<file path="config.mk">
export PLATFORM = sky130hd
export DESIGN_NAME = bus_control_unit_flat
export DESIGN_NICKNAME = d
export VERILOG_FILES = /design/src/rtl/bus_control_unit_pkg.sv /design/src/rtl/bus_control_unit_if.sv /design/src/rtl/bus_control_unit_prefetch_fifo.sv /design/src/rtl/bus_control_unit.sv /design/src/flat_wrapper.sv
export SDC_FILE = /design/constraint.sdc
export NUM_CORES = 1
export LEC_CHECK = 0
export ABC_AREA = 1
export CORE_MARGIN = 3
export CORE_UTILIZATION = 53
export DETAILED_ROUTE_END_ITERATION = 8
export GPL_TIMING_DRIVEN = 0
export PLACE_DENSITY = 0.82
export SYNTH_ARGS = -nofsm -noshare
export SYNTH_HDL_FRONTEND = slang
export SYNTH_SLANG_ARGS = --single-unit
</file>
<file path="constraint.sdc">
create_clock -name clk -period 3.3 [get_ports clk]
set_input_delay 0.825 -clock clk [delete_from_list [all_inputs] [get_ports clk]]
set_output_delay 0.825 -clock clk [all_outputs]
set_load 0.01 [all_outputs]
</file>
<file path="src/rtl/bus_control_unit_pkg.sv">
// Shared types for the v30mz bus control unit: EU command encoding,
// external bus status codes and the BCU state machine states.
package v30mz_pkg;

    typedef enum logic [2:0] {
        CMD_IDLE      = 3'd0,
        CMD_MEM_READ  = 3'd1,
        CMD_MEM_WRITE = 3'd2,
        CMD_IO_READ   = 3'd3,
        CMD_IO_WRITE  = 3'd4
    } bus_command_t;

    typedef enum logic [1:0] {
        ST_IDLE,
        ST_PREFETCH,
        ST_EU_ACCESS,
        ST_FLUSH_DRAIN
    } bcu_state_t;

    localparam logic [3:0] BUS_STATUS_IDLE      = 4'b1111;
    localparam logic [3:0] BUS_STATUS_MEM_READ  = 4'b1001;
    localparam logic [3:0] BUS_STATUS_MEM_WRITE = 4'b1010;
    localparam logic [3:0] BUS_STATUS_IO_READ   = 4'b0101;
    localparam logic [3:0] BUS_STATUS_IO_WRITE  = 4'b0110;

    function automatic logic [3:0] cmd_status(bus_command_t cmd);
        case (cmd)
            CMD_MEM_READ:  return BUS_STATUS_MEM_READ;
            CMD_MEM_WRITE: return BUS_STATUS_MEM_WRITE;
            CMD_IO_READ:   return BUS_STATUS_IO_READ;
            CMD_IO_WRITE:  return BUS_STATUS_IO_WRITE;
            default:       return BUS_STATUS_IDLE;
        endcase
    endfunction

endpackage

</file>
<file path="src/rtl/bus_control_unit_if.sv">
// External bus pins of the BCU. master = BCU side, slave = memory/IO side.
interface bus_control_unit_if;
    logic [19:0] address_out;
    logic [15:0] data_out;
    logic [15:0] data_in;
    logic [3:0]  bus_status;
    logic        bus_upper_byte_enable;
    logic        readyb;

    modport master (
        output address_out, data_out, bus_status, bus_upper_byte_enable,
        input  data_in, readyb
    );

    modport slave (
        input  address_out, data_out, bus_status, bus_upper_byte_enable,
        output data_in, readyb
    );
endinterface

</file>
<file path="src/rtl/bus_control_unit_prefetch_fifo.sv">
// Byte-wide prefetch queue: 0/1/2-byte push (low byte first), 1-byte pop,
// synchronous clear that takes priority over push and pop.
module prefetch_fifo #(
    parameter int QUEUE_DEPTH = 8
) (
    input  logic                               clk,
    input  logic                               reset,
    input  logic                               clear,
    input  logic [1:0]                         push_n,
    input  logic [15:0]                        push_data,
    input  logic                               pop,
    output logic [7:0]                         head,
    output logic                               empty,
    output logic [$clog2(QUEUE_DEPTH+1)-1:0]   count
);
    localparam int AW = $clog2(QUEUE_DEPTH);
    localparam int CW = $clog2(QUEUE_DEPTH+1);

    logic [7:0]    mem [QUEUE_DEPTH];
    logic [AW-1:0] rd_ptr, wr_ptr;
    logic [CW-1:0] cnt;
    logic          do_pop;

    // A pop against an empty queue is dropped, even if bytes land on the same edge.
    assign do_pop = pop && (cnt != '0);
    assign head   = mem[rd_ptr];
    assign empty  = (cnt == '0);
    assign count  = cnt;

    always_ff @(posedge clk or negedge reset) begin
        if (!reset) begin
            rd_ptr <= '0;
            wr_ptr <= '0;
            cnt    <= '0;
        end else if (clear) begin
            rd_ptr <= '0;
            wr_ptr <= '0;
            cnt    <= '0;
        end else begin
            wr_ptr <= wr_ptr + AW'(push_n);
            rd_ptr <= rd_ptr + AW'(do_pop);
            cnt    <= cnt + CW'(push_n) - CW'(do_pop);
        end
    end

    always_ff @(posedge clk) begin
        if (!clear) begin
            if (push_n != 2'd0) mem[wr_ptr] <= push_data[7:0];
            if (push_n == 2'd2) mem[wr_ptr + AW'(1)] <= push_data[15:8];
        end
    end

endmodule

</file>
<file path="src/rtl/bus_control_unit.sv">
// v30mz bus control unit: prefetch queue, EU bus commands and external bus FSM.
// Optional BCU_ODD_ALIGN_EN: odd-PFP prefetch is a single upper-lane byte cycle at the odd address.
module bus_control_unit
    import v30mz_pkg::*;
#(
    parameter int QUEUE_DEPTH       = 8,
    parameter int PREFETCH_MIN_FREE = 2
) (
    input  logic                              clk,
    input  logic                              reset,
    input  logic [15:0]                       ps,
    input  logic                              flush,
    input  logic [15:0]                       flush_pc,
    input  logic                              suspend,
    input  logic                              pop,
    output logic [7:0]                        q_data,
    output logic                              q_empty,
    output logic [$clog2(QUEUE_DEPTH+1)-1:0]  q_count,
    input  bus_command_t                      eu_cmd,
    input  logic [19:0]                       eu_addr,
    input  logic [15:0]                       eu_wdata,
    input  logic                              eu_ube,
    output logic [15:0]                       eu_rdata,
    output logic                              eu_done,
    bus_control_unit_if.master                bus
);
    localparam int CW = $clog2(QUEUE_DEPTH+1);

    bcu_state_t    state;
    logic [15:0]   pfp;
    logic          cur_odd;
    logic [CW-1:0] free;
    logic          free_ok;
    logic [15:0]   pf_off;
    logic [19:0]   pf_addr;
    logic [1:0]    push_n;
    logic [15:0]   push_data;
    logic          cycle_end;

    assign free    = CW'(QUEUE_DEPTH) - q_count;
    assign free_ok = pfp[0] ? (free != '0) : (free >= CW'(PREFETCH_MIN_FREE));

`ifdef BCU_ODD_ALIGN_EN
    assign pf_off = pfp;
`else
    assign pf_off = {pfp[15:1], 1'b0};
`endif
    // 20-bit physical address; carry out of bit 19 wraps around.
    assign pf_addr   = {ps, 4'h0} + {4'h0, pf_off};
    assign cycle_end = (state != ST_IDLE) && !bus.readyb;

    // Odd fetches deliver the wanted byte on the upper lane in both alignment modes.
    always_comb begin
        push_n    = 2'd0;
        push_data = bus.data_in;
        if (state == ST_PREFETCH && !bus.readyb && !flush) begin
            if (cur_odd) begin
                push_n    = 2'd1;
                push_data = {8'h00, bus.data_in[15:8]};
            end else begin
                push_n    = 2'd2;
            end
        end
    end

    prefetch_fifo #(.QUEUE_DEPTH(QUEUE_DEPTH)) u_fifo (
        .clk       (clk),
        .reset     (reset),
        .clear     (flush),
        .push_n    (push_n),
        .push_data (push_data),
        .pop       (pop),
        .head      (q_data),
        .empty     (q_empty),
        .count     (q_count)
    );

    always_ff @(posedge clk or negedge reset) begin
        if (!reset) begin
            state                     <= ST_IDLE;
            pfp                       <= 16'h0000;
            cur_odd                   <= 1'b0;
            bus.address_out           <= 20'hFFFFF;
            bus.data_out              <= 16'h0000;
            bus.bus_status            <= BUS_STATUS_IDLE;
            bus.bus_upper_byte_enable <= 1'b0;
            eu_rdata                  <= 16'h0000;
            eu_done                   <= 1'b0;
        end else begin
            eu_done <= 1'b0;
            if (flush) pfp <= flush_pc;
            case (state)
                ST_IDLE: begin
                    // EU wins; a flush edge never starts a prefetch with the stale PFP.
                    if (eu_cmd != CMD_IDLE) begin
                        state                     <= ST_EU_ACCESS;
                        bus.address_out           <= eu_addr;
                        bus.data_out              <= eu_wdata;
                        bus.bus_upper_byte_enable <= eu_ube;
                        bus.bus_status            <= cmd_status(eu_cmd);
                    end else if (!flush && !suspend && free_ok) begin
                        state                     <= ST_PREFETCH;
                        bus.address_out           <= pf_addr;
                        bus.bus_upper_byte_enable <= 1'b1;
                        bus.bus_status            <= BUS_STATUS_MEM_READ;
                        cur_odd                   <= pfp[0];
                    end
                end
                ST_PREFETCH: begin
                    if (!bus.readyb && !flush)
                        pfp <= pfp + (cur_odd ? 16'd1 : 16'd2);
                    else if (bus.readyb && flush)
                        state <= ST_FLUSH_DRAIN;
                end
                ST_EU_ACCESS: begin
                    if (!bus.readyb) begin
                        eu_rdata <= bus.data_in;
                        eu_done  <= 1'b1;
                    end
                end
                default: ;
            endcase
            if (cycle_end) begin
                state                     <= ST_IDLE;
                bus.address_out           <= 20'hFFFFF;
                bus.bus_status            <= BUS_STATUS_IDLE;
                bus.bus_upper_byte_enable <= 1'b0;
            end
        end
    end

endmodule

</file>
<file path="src/flat_wrapper.sv">
// flat-port wrapper written by rule: the top's interface ports become plain ports
module bus_control_unit_flat import v30mz_pkg::*;
#(
    parameter int QUEUE_DEPTH       = 8,
    parameter int PREFETCH_MIN_FREE = 2
)
  (clk, reset, ps, flush, flush_pc, suspend, pop, q_data, q_empty, q_count, eu_cmd, eu_addr, eu_wdata, eu_ube, eu_rdata, eu_done, bus_address_out, bus_data_out, bus_bus_status, bus_bus_upper_byte_enable, bus_data_in, bus_readyb);
  bus_control_unit_if bus_i ();
  input  logic clk;
  input  logic reset;
  input  logic [15:0] ps;
  input  logic flush;
  input  logic [15:0] flush_pc;
  input  logic suspend;
  input  logic pop;
  output logic [7:0] q_data;
  output logic q_empty;
  output logic [$clog2(QUEUE_DEPTH+1)-1:0] q_count;
  input  bus_command_t eu_cmd;
  input  logic [19:0] eu_addr;
  input  logic [15:0] eu_wdata;
  input  logic eu_ube;
  output logic [15:0] eu_rdata;
  output logic eu_done;
  output wire logic [$bits(bus_i.address_out)-1:0] bus_address_out;
  output wire logic [$bits(bus_i.data_out)-1:0] bus_data_out;
  output wire logic [$bits(bus_i.bus_status)-1:0] bus_bus_status;
  output wire logic [$bits(bus_i.bus_upper_byte_enable)-1:0] bus_bus_upper_byte_enable;
  input wire logic [$bits(bus_i.data_in)-1:0] bus_data_in;
  input wire logic [$bits(bus_i.readyb)-1:0] bus_readyb;
  assign bus_address_out = bus_i.address_out;
  assign bus_data_out = bus_i.data_out;
  assign bus_bus_status = bus_i.bus_status;
  assign bus_bus_upper_byte_enable = bus_i.bus_upper_byte_enable;
  assign bus_i.data_in = bus_data_in;
  assign bus_i.readyb = bus_readyb;
  bus_control_unit #(.QUEUE_DEPTH(QUEUE_DEPTH), .PREFETCH_MIN_FREE(PREFETCH_MIN_FREE)) u_core (.clk(clk), .reset(reset), .ps(ps), .flush(flush), .flush_pc(flush_pc), .suspend(suspend), .pop(pop), .q_data(q_data), .q_empty(q_empty), .q_count(q_count), .eu_cmd(eu_cmd), .eu_addr(eu_addr), .eu_wdata(eu_wdata), .eu_ube(eu_ube), .eu_rdata(eu_rdata), .eu_done(eu_done), .bus(bus_i));
endmodule
</file>
# Yosys cells after proc, flatten, opt, wreduce, memory -nomap -nowiden

Memories as Yosys holds them, arrays and structs flattened.
Cells that the tools add are included.

Output and inout bits: 71
Memories kept: 1
Memory bits (writable): 64
Register bits: 87
Input port bits: 94

Memories:

| memory            | depth | bits a word | read ports | clocked after memory_dff | write ports | RTL line                             | source |
|---|---|---|---|---|---|---|---|
| u_core.u_fifo.mem | 8     | 8           | 1          | 0                        | 2           | bus_control_unit_prefetch_fifo.sv:19 | `logic [7:0] mem [QUEUE_DEPTH];` |

Mux-type cells: 39
Reductions and logical operators: 26
Magnitude comparators: 1
Add/sub/neg operators: 8
Bitwise operators: 2
Equal/unequal tests: 10

Operator list:

| operator           | count |
|---|---|
| $mux 16            | 5 |
| $mux 20            | 4 |
| $add 20x16->20     | 1 |
| $mux 4             | 5 |
| $add 16x16->16     | 1 |
| $mux 2             | 8 |
| $pmux 4 s4         | 1 |
| $mux 1             | 13 |
| $reduce_bool 3->1  | 3 |
| $logic_and 1x1->1  | 8 |
| $reduce_bool 4->1  | 2 |
| $eq 3x2->1 const B | 2 |
| $mux 3             | 2 |
| $ne 3x2->1 const B | 2 |
| $reduce_and 2->1   | 3 |
| $reduce_bool 2->1  | 3 |
| $add 4x2->4        | 1 |
| $eq 2x2->1 const B | 2 |
| $ge 4x2->1 const B | 1 |
| $logic_not 4->1    | 1 |
| $ne 4x1->1 const B | 1 |
| $pmux 2 s2         | 1 |
| $reduce_and 4->1   | 1 |
| $sub 4x1->4        | 1 |
| other kinds (11)   | 14 |

# Longest topological paths before layout

Depth after elaboration: 8
Mapped depth: 14
Depth with buffers taken out: 13

# Modules after synthesis

From an unflattened synthesis, not the netlist that was laid out.

Cell total of the unflattened synthesis: 1272
Area, all modules: 9465.3 um^2

Modules (own cells, without submodules):

| module           | cells an instance | area each (um^2) | seq. area each (um^2) | times used |
|---|---|---|---|---|
| bus_control_unit | 678               | 4912.2           | 1956.9                | 1 |
| prefetch_fifo    | 594               | 4553.1           | 2172.1                | 1 |

# Least setup slack after synthesis

OpenSTA, ideal clock, no wires.

Path kind: input-to-reg
From: input flush
To: register u_core.u_fifo.cnt[2], in the netlist u_core.u_fifo.count[2]
Setup slack: 0.531 ns
Arrival time: 2.637 ns
Buffers on the path: 2
Data required time: 3.168 ns
Cell stages on the path: 10
Setup time: 0.132 ns
Path through: buf_2 -> nor3_4 -> nand2_2 -> clkbuf_1 -> ha_1 -> inv_1 -> ha_1 -> fa_1 -> xnor2_1 -> nor2_1

Longest elaborated chain between the ends: 6

Ends and longest elaborated chain:

| item                 | RTL line                             | source |
|---|---|---|
| from (decl)          | flat_wrapper.sv:12                   | `input logic flush;` |
| $logic_not 1->1      | bus_control_unit.sv:56               | `if (state == ST_PREFETCH && !bus.readyb && !flush) begin` |
| $logic_and 1x1->1    | bus_control_unit.sv:56               |  |
| $mux 2               | bus_control_unit.sv:56               |  |
| $add 4x2->4          | bus_control_unit_prefetch_fifo.sv:42 | `cnt <= cnt + CW'(push_n) - CW'(do_pop);` |
| $sub 4x1->4          | bus_control_unit_prefetch_fifo.sv:42 |  |
| $mux 4 (*)           | bus_control_unit_prefetch_fifo.sv:35 | `end else if (clear) begin` |
| to (signal assigned) | bus_control_unit_prefetch_fifo.sv:42 |  |
| to (decl)            | bus_control_unit_prefetch_fifo.sv:21 | `logic [CW-1:0] cnt;` |

Mark *: on every way between the ends. The rest lies on a longest branch, timed or not.
A chain may end at the register's enable or synchronous reset.

# Final worst setup path

From: register u_core.u_fifo.rd_ptr[0]
To: output q_data[1]

Longest elaborated chain between the ends: 1

Ends and longest elaborated chain:

| item                   | RTL line                             | source |
|---|---|---|
| from (decl)            | bus_control_unit_prefetch_fifo.sv:20 | `logic [AW-1:0] rd_ptr, wr_ptr;` |
| from (signal assigned) | bus_control_unit_prefetch_fifo.sv:41 | `rd_ptr <= rd_ptr + AW'(do_pop);` |
| $mem_v2 8x8            | -                                    |  |
| to (decl)              | flat_wrapper.sv:16                   | `output logic [7:0] q_data;` |

Every way passes these cells.

==> results.txt <==
- In this run, synthesis produced a sequential element count of ~150.
* Cell Rows: 46
- The floorplan step defined a core boundary enclosing ~16000 um^2.
- Worst Hold Class: in2async
* Total global-route track usage: between 20% and 30%
- The synthesized netlist contains about 40 unique library cells.
- Dominant combinational cell family by area after synthesis: simple AND/OR/NAND/NOR gates
- Most common cell after layout, fill and taps aside: nand2_1
- Number of antenna-violating nets in the routed design: 0
- After Yosys synthesis, and, or, nand and nor cells account for 24.1% of the synthesized area.
- The worst setup path is of the reg2out kind.
- Initial antenna violation count: 0
- Routability-driven placement finished with a final weighted congestion of 0.918.
* Sinks on the clock net: 151
* First-pass GRT wire length: about 40 mm
- The detailed router finished its first iteration with approximately 870 violations.
- Predominant post-synthesis flop cell: edfxtp_1
- The die covers about 18000 um^2.
* Post-route met1 wirelength: just over 10 mm
* Synth Cell Area: ~8600 um^2
- Total of hold buffers inserted after clock tree synthesis: 0
- Unrepaired setup endpoints after global routing: no
- Summed over all nets, the half-perimeter wirelength after detailed placement is roughly 19 mm.
- The highest metal layer carrying signal wires in the routed design is met4.
* Sequential cell area fraction in the yosys report: a little under half
- Summing the areas of all fa, ha and maj instances in the mapped netlist gives around 4.8% of the synthesized area.
- In the final layout, the share of cells above drive strength 1 is 7.37%.
- STA classifies the critical path endpoint as an output pin.
- Number of warnings issued by yosys: 0
* Multiplexer area fraction after synthesis: less than 1%
* Post-synthesis share of cell area spent on xor and xnor gates: 1.32%
- Worst-Skew Late Latency: 0.43 ns
- Between clock sinks in the finished design, the worst skew comes to slightly above 0.009 ns.
- Relative to the synthesized area, the layout overhead comes to 29.2%.
- Clock-pin slew on the worst setup and hold paths: 0.06 ns
* Signal arrival time at the worst endpoint: 2.40 ns
* Leading cell types in the layout, fill and taps excluded: 327 x nand2_1, 162 x clkdlybuf4s50_1, 148 x o21ai_0
- Derived from the worst setup path, the maximum achievable clock frequency is about 0.31 GHz.
* Max_slew headroom: around 32%
* Metal3 WL: 2.74 mm
- H-tree depth: 4
- TritonCTS clock tree: built
- Count of max-cap constraint violations: 0
* Count of pins on the block boundary: between 150 and 200
- Slew at the pin with the worst max-slew slack: 1.01 ns
- Number of flops mapped to enable cells by yosys: 64
- Ranked by total cell area, the synthesized netlist is headed by edfxtp_1 22%, dfrtp_1 18%, nand2_1 14%.
- Pwr per Cell Area: between 600 and 700 nW/um^2
- Summing the areas of all compound-gate instances in the mapped netlist gives between 10 and 15% of the synthesized area.
- In the synthesized netlist the async set-or-reset flop fraction comes to a little under 60%.
* Total Power: ~7.7 mW
- At the worst endpoint, the required time is ~2.5 ns.
* Peak VDD IR: 0.436 mV
* Root Buffer: clkbuf_16
- From left edge to right edge, the die measures roughly 130 um.
- Aggregate routed wire length: 25.2 mm
- The largest total area in the synthesized netlist belongs to edfxtp_1.
- Gr ovfl total: 0
* Final Hold Violating Endpoints: 0
- Input and output buffers added on the ports amount to between 150 and 200.
- Of the post-synthesis cell area, the dominant cell type holds approximately 22%.
* Post-Place Worst Slack: -0.394 ns
- The flow ran to the end, and the final reports show no timing, DRC or antenna violations.
- Entering global routing, the biggest net connects 54 pins.
- Counting the fill cells in the layout gives 1302.
* Count of inserted antenna diode cells: 0
- The die is 134 um tall.
- In the detailed route, the total length drawn on met2 is around 12 mm.
* Clock buffer depth: 2
- Buffers inserted during clock tree synthesis total 17.
* Final setup vio count: 0
* Number of global-route vias before repair: around 8000
* Wire length per cell after detailed routing: 16.6 um
- The first detailed-routing pass ran for 6 iterations.
- Ratio of final minimum period to clock period: between 90% and 100%
- Synthesized net count: 1232
- For this configuration, the core starts out at a cell density of between 50% and 60%.
- For this block, the via count after detailed routing is just over 8000.
- In the post-route analysis, the smallest setup slack over all paths is around 0.075 ns.
- For this run, design rule violations remaining after detail routing come to 0.
- Cell count after synthesis: approximately 1100
* Critical Path Start Type: flop
- After the last flow step, the layout net total stands at approximately 1400.
* Shortest period the worst path allows: between 3 and 4 ns
- Dividing the detail-routed via count by the number of cells gives approximately 5.5.
* Syn avg cell area: just under 8 um^2
- Of all nets on the critical path, the largest fanout is 10.
- In this run the static leakage power is around 5 nW.
- The max-slew violation total from the final report was 0.
==> layer usage <==
| metal | global-route usage, % | up-vias |
|---|---|---|
| met1 | 37.9 | 3810 |
| met5 | 0 | - |
| met4 | 9.66 | 0 |
| li1 | - | 3976 |
| met3 | 8.61 | 67 |
| met2 | 45.2 | 448 |
==> Yosys cell counts (4+ instances only) <==
library cell,n
nand3_1,30
o22ai_1,15
a31oi_1,11
dfstp_2,24
nor3_1,7
dfrtp_1,63
fa_1,4
xor2_1,9
a21oi_1,49
clkbuf_1,26
nand2_1,327
edfxtp_1,64
buf_2,8
nand4_1,6
nor2_1,123
nor2_2,6
inv_1,120
xnor2_1,4
o21ai_0,149
ha_1,27
==> worst paths after layout <==
kind                                       startpoint                    endpoint  slack (ns)  cells past startpoint
hold / removal                                  reset      u_core.bus.data_out[1]        0.34                      1
setup reg to reg                      u_core.state[1]     u_core.u_fifo.mem[7][7]        0.37                      9
max in group asynchronous                       reset     u_core.u_fifo.rd_ptr[1]        2.30                      2
min in group clk           u_core.bus.address_out[10]  u_core.bus.address_out[10]        0.47                      2
hold reg to reg            u_core.bus.address_out[10]  u_core.bus.address_out[10]        0.47                      2
setup / recovery              u_core.u_fifo.rd_ptr[0]                   q_data[1]        0.07                      7
==> cells by family (layout without fill, tap and decap cells) <==
| family | count (synthesis) | count (layout) |
|---|---|---|
| AND/OR/NAND/NOR | 511 | 511 |
| AO/OA/AOI/OAI | 235 | 235 |
| adder cells (fa/ha/maj) | 31 | 31 |
| XOR/XNOR | 13 | 13 |
| buffers and inverters | 163 | 359 |
| multiplexers | 3 | 3 |
| flip-flops | 151 | 151 |
==> sequential cells by signal, indices dropped and copies added (netlist names) <==
register,count
u_core.bus.address_out,20
u_core.bus.bus_status,4
u_core.bus.bus_upper_byte_enable,1
u_core.bus.data_out,16
u_core.cur_odd,1
u_core.eu_done,1
u_core.eu_rdata,16
u_core.pfp,16
u_core.state,2
u_core.u_fifo.count,4
u_core.u_fifo.mem,64
u_core.u_fifo.rd_ptr,3
u_core.u_fifo.wr_ptr,3
==> per-stage QoR <==
step / setup TNS (ns) / utilization [%] / cells / hold WS, ns / area, um^2
4_1_cts: 0 / 70.1 / 1519 / 0.356 / 11100
6_report: 0 / 70.2 / 1519 / 0.345 / 11200
3_5_place_dp: -11.54 / 66.5 / 1487 / 0.456 / 10600
5_1_grt: 0 / 70.2 / 1519 / 0.368 / 11200
2_1_floorplan: 0 / - / 1107 / 0.434 / 8630
3_3_place_gp: -138.41 / 66.3 / 1486 / 0.453 / 10500
==> where the power goes <==
group          switching (mW)  total [mW]  internal, mW
Combinational            1.62        3.01          1.39
Sequential              0.292        2.76          2.47
Clock                   0.767        1.88          1.11
Total                    2.68        7.65          4.97
==> area by class of cell <==
cell class                      count  area (um^2)  area share [%]
Buffer                             39          185            1.66
Clock buffer                       24          492            4.41
Clock inverter                      8         73.8           0.662
Inverter                          124          465            4.17
Multi-Input combinational cell    793         3880            34.8
Sequential cell                   151         4130            37.0
Tap cell                          216          270            2.42
Timing Repair Buffer              164         1660            14.9
==> critical path, cell delays in order (launching register included) <==
cell and delay, ns:
dfrtp_1 0.45, inv_1 0.15, clkbuf_4 0.23, nor2_1 0.06, o22ai_1 0.19, nor2_1 0.06, a31oi_1 0.21, clkdlybuf4s50_1 0.60
==> timing repair <==
action	in CTS	in global routing
setup endpoints to repair	5	30
gates resized for setup	5	16
setup buffers	0	0
pin swaps	0	1
Note: power is estimated with default switching activity, not from simulation.
